File: config.mk
export PLATFORM = sky130hd
export DESIGN_NAME = vectadd_engine
export DESIGN_NICKNAME = d
export VERILOG_FILES = /design/src/rtl/vectadd_pkg.sv /design/src/rtl/vectadd_engine.sv
export SDC_FILE = /design/constraint.sdc
export NUM_CORES = 1
export LEC_CHECK = 0
export ABC_CLOCK_PERIOD_IN_PS = 4950
export BUFFER_PORTS_ARGS = -buffer_cell sky130_fd_sc_hd__buf_4
export CAP_MARGIN = 10
export CORE_UTILIZATION = 59
export DETAILED_ROUTE_END_ITERATION = 16
export PLACE_DENSITY = 0.8
export SLEW_MARGIN = 0
export SYNTH_ARGS = -nofsm -noshare
export SYNTH_HDL_FRONTEND = slang
export SYNTH_SLANG_ARGS = --single-unit
File: constraint.sdc
create_clock -name clk -period 4.95 [get_ports clk]
set_clock_uncertainty 0.2 [all_clocks]
set_input_delay 0 -clock clk [delete_from_list [all_inputs] [get_ports clk]]
set_output_delay 0 -clock clk [all_outputs]
set_load 0.01 [all_outputs]
File: src/rtl/vectadd_pkg.sv
// Shared constants and FSM state type for the vectadd compute stage.
package vectadd_pkg;

    localparam int ADDR_W = 14;
    localparam int DATA_W = 32;
    localparam int DEPTH  = 12500;

    typedef enum logic [2:0] {
        ST_IDLE,
        ST_CHECK,
        ST_RD_A,
        ST_RD_B,
        ST_WR,
        ST_FIN
    } vectadd_state_t;

endpackage

File: src/rtl/vectadd_engine.sv
// vectadd_engine: Avalon-MM master on RAM port s2 computing C[i] = A[i] + B[i].
//
// state | meaning
// ------+---------------------------------------------------------------
// IDLE  | waiting for start; operands latched when start is accepted
// CHECK | zero-length / range check, decides FIN or first read
// RD_A  | read request for A[i] on the bus
// RD_B  | read request for B[i]; A[i] returns and is captured into a_q
// WR    | write C[i]; B[i] returns this cycle and feeds the adder directly
// FIN   | done pulse with err/ovf valid
module vectadd_engine
    import vectadd_pkg::*;
#(
    parameter int ADDR_W = vectadd_pkg::ADDR_W,
    parameter int DATA_W = vectadd_pkg::DATA_W,
    parameter int DEPTH  = vectadd_pkg::DEPTH
) (
    input  logic                  clk,
    input  logic                  reset_n,
    input  logic                  start,
    input  logic [ADDR_W-1:0]     src_a,
    input  logic [ADDR_W-1:0]     src_b,
    input  logic [ADDR_W-1:0]     dst,
    input  logic [ADDR_W-1:0]     len,
    input  logic                  abort,
    output logic                  busy,
    output logic                  done,
    output logic                  err,
    output logic                  ovf,
    output logic [ADDR_W-1:0]     mem_address,
    output logic                  mem_chipselect,
    output logic                  mem_write,
    output logic [DATA_W/8-1:0]   mem_byteenable,
    output logic [DATA_W-1:0]     mem_writedata,
    output logic                  mem_clken,
    input  logic [DATA_W-1:0]     mem_readdata
);

    localparam logic [ADDR_W-1:0] ONE     = ADDR_W'(1);
    localparam logic [ADDR_W:0]   DEPTH_W = (ADDR_W+1)'(DEPTH);

    vectadd_state_t    state_q, state_d;
    logic [ADDR_W-1:0] src_a_q, src_a_d;
    logic [ADDR_W-1:0] src_b_q, src_b_d;
    logic [ADDR_W-1:0] dst_q, dst_d;
    logic [ADDR_W-1:0] len_q, len_d;
    logic [ADDR_W-1:0] idx_q, idx_d;
    logic [DATA_W-1:0] a_q, a_d;
    logic [ADDR_W-1:0] addr_q, addr_d;
    logic              cs_q, cs_d;
    logic              wr_q, wr_d;
    logic              busy_q, busy_d;
    logic              done_q, done_d;
    logic              err_q, err_d;
    logic              ovf_q, ovf_d;

    logic [DATA_W:0]   sum_w;
    logic [ADDR_W:0]   end_a, end_b, end_dst;
    logic              range_bad;
    logic              last_elem;

    // Adder, range check and last-element detect shared by the FSM below.
    always_comb begin
        sum_w     = {1'b0, a_q} + {1'b0, mem_readdata};
        end_a     = {1'b0, src_a_q} + {1'b0, len_q};
        end_b     = {1'b0, src_b_q} + {1'b0, len_q};
        end_dst   = {1'b0, dst_q} + {1'b0, len_q};
        range_bad = (end_a > DEPTH_W) || (end_b > DEPTH_W) || (end_dst > DEPTH_W);
        last_elem = (idx_q == (len_q - ONE));
    end

    // Next-state logic; bus outputs are computed for the state being entered
    // so the registered values line up with that state's cycle.
    always_comb begin
        state_d = state_q;
        src_a_d = src_a_q;
        src_b_d = src_b_q;
        dst_d   = dst_q;
        len_d   = len_q;
        idx_d   = idx_q;
        a_d     = a_q;
        busy_d  = busy_q;
        err_d   = err_q;
        ovf_d   = ovf_q;
        done_d  = 1'b0;
        cs_d    = 1'b0;
        wr_d    = 1'b0;
        addr_d  = '0;

        case (state_q)
            ST_IDLE: begin
                if (start) begin
                    src_a_d = src_a;
                    src_b_d = src_b;
                    dst_d   = dst;
                    len_d   = len;
                    ovf_d   = 1'b0;
                    err_d   = 1'b0;
                    busy_d  = 1'b1;
                    state_d = ST_CHECK;
                end
            end
            ST_CHECK: begin
                if (len_q == '0) begin
                    err_d   = 1'b0;
                    done_d  = 1'b1;
                    busy_d  = 1'b0;
                    state_d = ST_FIN;
                end else if (range_bad) begin
                    err_d   = 1'b1;
                    done_d  = 1'b1;
                    busy_d  = 1'b0;
                    state_d = ST_FIN;
                end else begin
                    idx_d   = '0;
                    cs_d    = 1'b1;
                    addr_d  = src_a_q;
                    state_d = ST_RD_A;
                end
            end
            ST_RD_A: begin
                cs_d    = 1'b1;
                addr_d  = src_b_q + idx_q;
                state_d = ST_RD_B;
            end
            ST_RD_B: begin
                a_d     = mem_readdata;
                cs_d    = 1'b1;
                wr_d    = 1'b1;
                addr_d  = dst_q + idx_q;
                state_d = ST_WR;
            end
            ST_WR: begin
                ovf_d = ovf_q | sum_w[DATA_W];
                if (last_elem) begin
                    done_d  = 1'b1;
                    busy_d  = 1'b0;
                    state_d = ST_FIN;
                end else begin
                    idx_d   = idx_q + ONE;
                    cs_d    = 1'b1;
                    addr_d  = src_a_q + idx_q + ONE;
                    state_d = ST_RD_A;
                end
            end
            ST_FIN: begin
                state_d = ST_IDLE;
            end
            default: begin
                state_d = ST_IDLE;
            end
        endcase

        // Cancel wins over everything outside IDLE; a write already on the
        // bus this cycle still lands because its controls are registered.
        if (abort && (state_q != ST_IDLE)) begin
            state_d = ST_IDLE;
            busy_d  = 1'b0;
            done_d  = 1'b0;
            cs_d    = 1'b0;
            wr_d    = 1'b0;
            addr_d  = '0;
        end
    end

    // State and output registers.
    always_ff @(posedge clk or negedge reset_n) begin
        if (!reset_n) begin
            state_q <= ST_IDLE;
            src_a_q <= '0;
            src_b_q <= '0;
            dst_q   <= '0;
            len_q   <= '0;
            idx_q   <= '0;
            a_q     <= '0;
            addr_q  <= '0;
            cs_q    <= 1'b0;
            wr_q    <= 1'b0;
            busy_q  <= 1'b0;
            done_q  <= 1'b0;
            err_q   <= 1'b0;
            ovf_q   <= 1'b0;
        end else begin
            state_q <= state_d;
            src_a_q <= src_a_d;
            src_b_q <= src_b_d;
            dst_q   <= dst_d;
            len_q   <= len_d;
            idx_q   <= idx_d;
            a_q     <= a_d;
            addr_q  <= addr_d;
            cs_q    <= cs_d;
            wr_q    <= wr_d;
            busy_q  <= busy_d;
            done_q  <= done_d;
            err_q   <= err_d;
            ovf_q   <= ovf_d;
        end
    end

    assign busy           = busy_q;
    assign done           = done_q;
    assign err            = err_q;
    assign ovf            = ovf_q;
    assign mem_address    = addr_q;
    assign mem_chipselect = cs_q;
    assign mem_write      = wr_q;
    assign mem_byteenable = '1;
    assign mem_clken      = 1'b1;
    // B[i] only arrives in the WR cycle, so the sum cannot be registered
    // ahead of the write; it is gated by the registered write strobe.
    assign mem_writedata  = wr_q ? sum_w[DATA_W-1:0] : '0;

endmodule

=== Word-level counts from Yosys, hierarchy flattened ===
Index checks and enable logic that the tools add are counted.

* Register bits: 125
* Input port bits: 92
* Output and inout bits: 57
* Word-level logic and storage cells: 96

* $add $sub $neg: 10
* $lt $le $gt $ge: 3
* Eq/ne operators: 13
* Multiplexer cells: 39
* Bitwise gates (word level): 1
* Reductions and logical operators: 16

{| class="wikitable"
|+ Operators by type and width
! operator !! number
|-
| 14-bit 2-to-1 mux || 7
|-
| 14-bit case mux with 4 select lines || 1
|-
| 14-bit by 14-bit adder with 15-bit output || 3
|-
| 15-bit by 14-bit greater-than comparator with 1-bit output, second input constant || 3
|-
| 14-bit adder || 3
|-
| 32-bit by 32-bit adder with 33-bit output || 1
|-
| 32-bit 2-to-1 mux || 1
|-
| 14-bit by 1-bit adder with 14-bit output, second input constant || 2
|-
| 14-bit case mux with 2 select lines || 1
|-
| 1-bit 2-to-1 mux || 18
|-
| 3-bit 2-to-1 mux || 5
|-
| 3-bit case mux with 5 select lines || 1
|-
| 14-bit equality test || 1
|-
| 14-bit zero test || 1
|-
| 14-bit by 1-bit subtractor with 14-bit output, second input constant || 1
|-
| 3-bit != test, second input constant || 3
|-
| 2-bit != test, second input constant || 4
|-
| 4-bit AND reduction || 2
|-
| 3-bit by 2-bit equality test with 1-bit output, second input constant || 2
|-
| 1-bit case mux with 2 select lines || 3
|-
| 1-bit case mux with 3 select lines || 2
|-
| 2-bit nonzero test || 3
|-
| 4-bit != test, second input constant || 1
|-
| 2-bit AND reduction || 2
|-
| other kinds (10) || 11
|}

=== Depth between registers and ports, before layout ===
* Depth in word-level cells: 8
* Mapped depth: 18
* Gate-level depth less buffers: 16

=== Worst setup path before layout ===
Ideal clock, no wire load.

* Path type: register -> register
* From: register state_q[1]
* To: register addr_q[12], in the netlist mem_address[12]
* Setup time: 0.136 ns
* Data arrival time: 3.660 ns
* Data required time: 4.614 ns
* Slack: 0.954 ns
* Stages on the path, launching flop included: 19
* Buffers on the path: 2
* Period minus slack after synthesis: 3.996 ns
* Cells stage by stage: dfrtp_1 > nor2b_1 > nand2_1 > buf_1 > clkbuf_1 > mux2_2 > ha_1 > inv_1 > fa_1 > nor2b_1 > o21ai_0 > a21boi_0 > o21ai_0 > a21boi_0 > o21ai_0 > a21oi_1 > o41ai_1 > a2bb2oi_1 > a21oi_1

* Cells in the longest elaborated chain, start to end: 3
* Elaborated cells on any way between the ends: 8
* Classes of those cells: 4 x eq/ne; 2 x mux; 2 x reduce/logical

{| class="wikitable"
|+ Ends and longest elaborated chain
! element !! line !! RTL
|-
| from (decl) || vectadd_engine.sv:42 || <nowiki>vectadd_state_t state_q, state_d;</nowiki>
|-
| from (signal assigned) || vectadd_engine.sv:184 || <nowiki>state_q <= state_d;</nowiki>
|-
| 3-bit equality test (tied with other cells) || vectadd_engine.sv:90 || <nowiki>case (state_q)</nowiki>
|-
| 14-bit case mux with 4 select lines / 1-bit logical AND (equally long branches) || vectadd_engine.sv:90, vectadd_engine.sv:156 ||
|-
| 14-bit 2-to-1 mux (*) || vectadd_engine.sv:156 || <nowiki>if (abort && (state_q != ST_IDLE)) begin</nowiki>
|-
| net addr_d[12] || vectadd_engine.sv:49 || <nowiki>logic [ADDR_W-1:0] addr_q, addr_d;</nowiki>
|-
| to (signal assigned) || vectadd_engine.sv:191 || <nowiki>addr_q <= addr_d;</nowiki>
|-
| to (decl) || vectadd_engine.sv:49 ||
|}

The timed path passes the listed nets; every way through them passes the cells marked *.
A chain may end at the register's enable or synchronous reset.

=== Worst setup path after layout ===
* From: register len_q[1]
* To: register idx_q[0]

* Cells in the longest elaborated chain, start to end: 6
* Elaborated cells on any way between the ends: 15
* Classes of those cells: 4 x add/sub; 3 x order compare; 4 x eq/ne; 4 x reduce/logical

{| class="wikitable"
|+ Ends and longest elaborated chain
! element !! line !! RTL
|-
| from (decl) || vectadd_engine.sv:46 || <nowiki>logic [ADDR_W-1:0] len_q, len_d;</nowiki>
|-
| from (signal assigned) || vectadd_engine.sv:188 || <nowiki>len_q <= len_d;</nowiki>
|-
| 14-bit by 14-bit adder with 15-bit output, on equally long branches || vectadd_engine.sv:65, vectadd_engine.sv:66 ||
|-
| 15-bit by 14-bit greater-than comparator with 1-bit output || vectadd_engine.sv:68 || <nowiki>range_bad = (end_a > DEPTH_W) || (end_b > DEPTH_W) || (end_dst > DEPTH_W);</nowiki>
|-
| 1-bit logical OR (2 in series) || vectadd_engine.sv:68 ||
|-
| 2-bit != test (no source line) || -- ||
|-
| 4-bit AND reduction (no source line) (*) || -- ||
|-
| to (signal assigned) || vectadd_engine.sv:189 || <nowiki>idx_q <= idx_d;</nowiki>
|-
| to (decl) || vectadd_engine.sv:47 || <nowiki>logic [ADDR_W-1:0] idx_q, idx_d;</nowiki>
|}

Every way passes the cells marked *; elsewhere a longest branch is shown, timed or not.

==> impl_metrics.toml <==
[critical_path]
slowest_stage = "dfrtp_1"
critPathRequiredTime_ps = 5060
worst_path_largest_cell_delay_ps = 600
arrival_ps = 4310
endpoint_kind = "register"
cpMostUsedCell = "a21oi_1"
critPathMaxFanout = 26
startpoint_type = "register"
path_cells = "inv_1 > fa_1 > nand2b_1 > a21oi_1 > o41a_1 > a41oi_2 > mux2i_1 > a2111oi_0 > a21oi_1 > nor4_4 > buf_4 > nor2_2 > mux2_2"
worstSetupPathType = "reg -> reg"

[sta]
setup_tns_ps = 0
slew_headroom = 0.2580
setup_viol = 0
rsz0062_at_grt = "false"
hold_viol_final = 0
period_share = 0.8497
period_minus_slack_ps = 4206
max_freq_mhz = 237.8
drv_slew = 0
worst_slew_pin_slew_ps = 1109
setup_ws_ps = 744.1

[placement]
pre_cts_ws_ps = 883.9
portBuffers = 143
gp_congestion = 0.9451
dpl.hpwl_um = 21380

[routing]
viasPerCell = 6.003
wl_per_cell_um = 18.15
drc_errors = 0
vias = 10175
first_iter_violations = 704
antenna_left = 0
routed_wl_um = 30760
firstDrtPassIters = 5

[worst_hold_path]
hold_path_class = "in -> reg"

[cells_and_area]
layout_common_cells = "nand2_1 (221), buf_4 (152), dfrtp_1 (125), ha_1 (103), dlygate4sd3_1 (99)"
nets = 1658
final_common_cell = "nand2_1"
antennaDiodeCount = 0
area_growth_pct = 27.09
drive_gt1_frac = 0.1755
fillers = 1211

[synthesis]
ys.flop_type = "dfrtp_1"
async_flop_share = 1.000
ys_ff_latch = 125
synth.cell_area_um2 = 10460
yosysSeqAreaShare = 0.2990
synth_area_per_cell_um2 = 8.540
synth_warnings = 0
syn-instance-count = 1225
synth_edf_count = 0
synth.distinct_cells = 84

[clock_tree]
cts_tree = "yes"
clockBufferDepth = 2
htreeDepth = 4
clk_pin_slew_worst_paths_ps = 60
clock_latency_ps = 430
cts-root-buf = "clkbuf_16"
cts_buffers = 17
clock-sinks = 125
cts-resized-gates = 0

[floorplanning]
die_w_um = 135.2
io_pins = 149
row_count = 48
core_area_um2 = 17300
dieArea_um2 = 18270
start_util = 0.6048
die_h_um = 135.2

[global_routing]
antenna_found_initial = 0
grt_first_pass_wirelength_um = 48880
grt_overflow_total = 0
track_usage = 0.3440
grt_pass1_vias = 9878
grt_max_degree = 56

[power_and_ir_drop]
power.density_nw_per_um2 = 635.5
ir_drop_v = 0.0004380
leakagePower_nw = 6.399
total_power_w = 0.008449

[status]
status = "finished clean"

[job]
drv_cap = 0
[through the flow]
stage	std cells	hold slack, ps	area [µm²]	utilization
after floorplan	1229	-495.6	10480	-
after global placement	1564	-267.6	11720	0.6774
after detailed placement	1564	-261.0	11720	0.6774
after CTS	1695	92.16	13300	0.7687
after global routing	1695	97.35	13300	0.7687
final	1695	97.13	13300	0.7687
[state kept, by name, indices dropped and copies added (netlist names)]
name and flops:
ovf 1, busy 1, mem_address 14, src_a_q 14, mem_chipselect 1, done 1, err 1, mem_write 1
state_q 3, len_q 14, idx_q 14, dst_q 14, src_b_q 14, a_q 32
[final cells by class]
cell class / count / area [µm²] / share of cell area
inverters: 39 / 146.4 / 0.01101
repair buffers: 251 / 2132 / 0.1604
well taps: 225 / 281.5 / 0.02117
clock inverters: 15 / 161.4 / 0.01214
multi-input cells: 1023 / 7020 / 0.5280
clock buffers: 17 / 425.4 / 0.03200
flip-flops and latches: 125 / 3128 / 0.2353
[timing repair]
| action | in CTS | in global routing |
|---|---|---|
| buffers inserted | 0 | 0 |
| setup endpoints to repair | 0 | 0 |
| endpoints found under the hold margin | 220 | 0 |
| hold buffers | 99 | 0 |
[logic make-up after synthesis]
logic type	after synthesis	share of synthesized area
DFF	125	0.2990
AOI/OAI and AO/OA	311	0.2018
and+or+nand+nor	465	0.2085
muxes	52	0.05538
xor gates and xnor gates	81	0.06781
adders and majority gates	109	0.1347
buffers and inverters	81	0.03253
other	1	0.0003585
[cells in the mapped netlist, types with 9 or more instances]
master	count	share of area
a31oi_1	12	0.0072
clkbuf_1	27	0.0097
mux2_2	47	0.051
dfrtp_1	125	0.30
xor2_1	25	0.021
xnor2_1	56	0.047
a211oi_1	9	0.0065
o22ai_1	9	0.0054
ha_1	103	0.12
nor2b_1	21	0.013
o21a_1	15	0.011
nor3_1	34	0.016
and3_1	11	0.0066
a21oi_1	87	0.042
inv_1	38	0.014
or3_1	12	0.0072
nand2b_1	13	0.0078
nand2_1	222	0.080
nor2_1	71	0.025
and2_1	22	0.013
nand3_1	24	0.011
o21ai_0	46	0.022
a21o_1	28	0.020
[worst max-delay path, delay by kind of cell (launching register included)]
family | cells | cell delay (ps)
buf+inv | 2 | 550
mux | 2 | 410
simple gates | 3 | 520
fa+ha+maj | 1 | 450
flops | 1 | 600
compound gates | 5 | 1330
[power breakdown]
group / total [W] / leakage (nW) / switching (W) / internal [W]
registers: 0.00200 / 1.57 / 0.000574 / 0.00142
clock network: 0.00126 / 0.277 / 0.000511 / 0.000748
logic: 0.00519 / 4.55 / 0.00285 / 0.00234
total: 0.00845 / 6.40 / 0.00394 / 0.00451
[path summary, 6_finish.rpt]
kind                       cells after the start  slack, ps     start         to
max in group asynchronous                      3       3120   reset_n     a_q[9]
setup reg to reg                              13        740  len_q[1]   idx_q[0]
setup / recovery                              13        740  len_q[1]   idx_q[0]
hold reg to reg                                1        310   a_q[31]    a_q[31]
hold / removal                                 4        100   len[13]  len_q[13]
min in group asynchronous                      3        120   reset_n     a_q[7]
[routing by layer]
metal  up-vias  part of all wire  GRT usage
met1      4817              0.42     0.4289
met4         0             0.043     0.1679
met5         -                 0          0
li1       4869                 -          -
met3        82             0.067    0.05986
met2       407              0.47     0.5755
(Power assumes the default switching activity.)
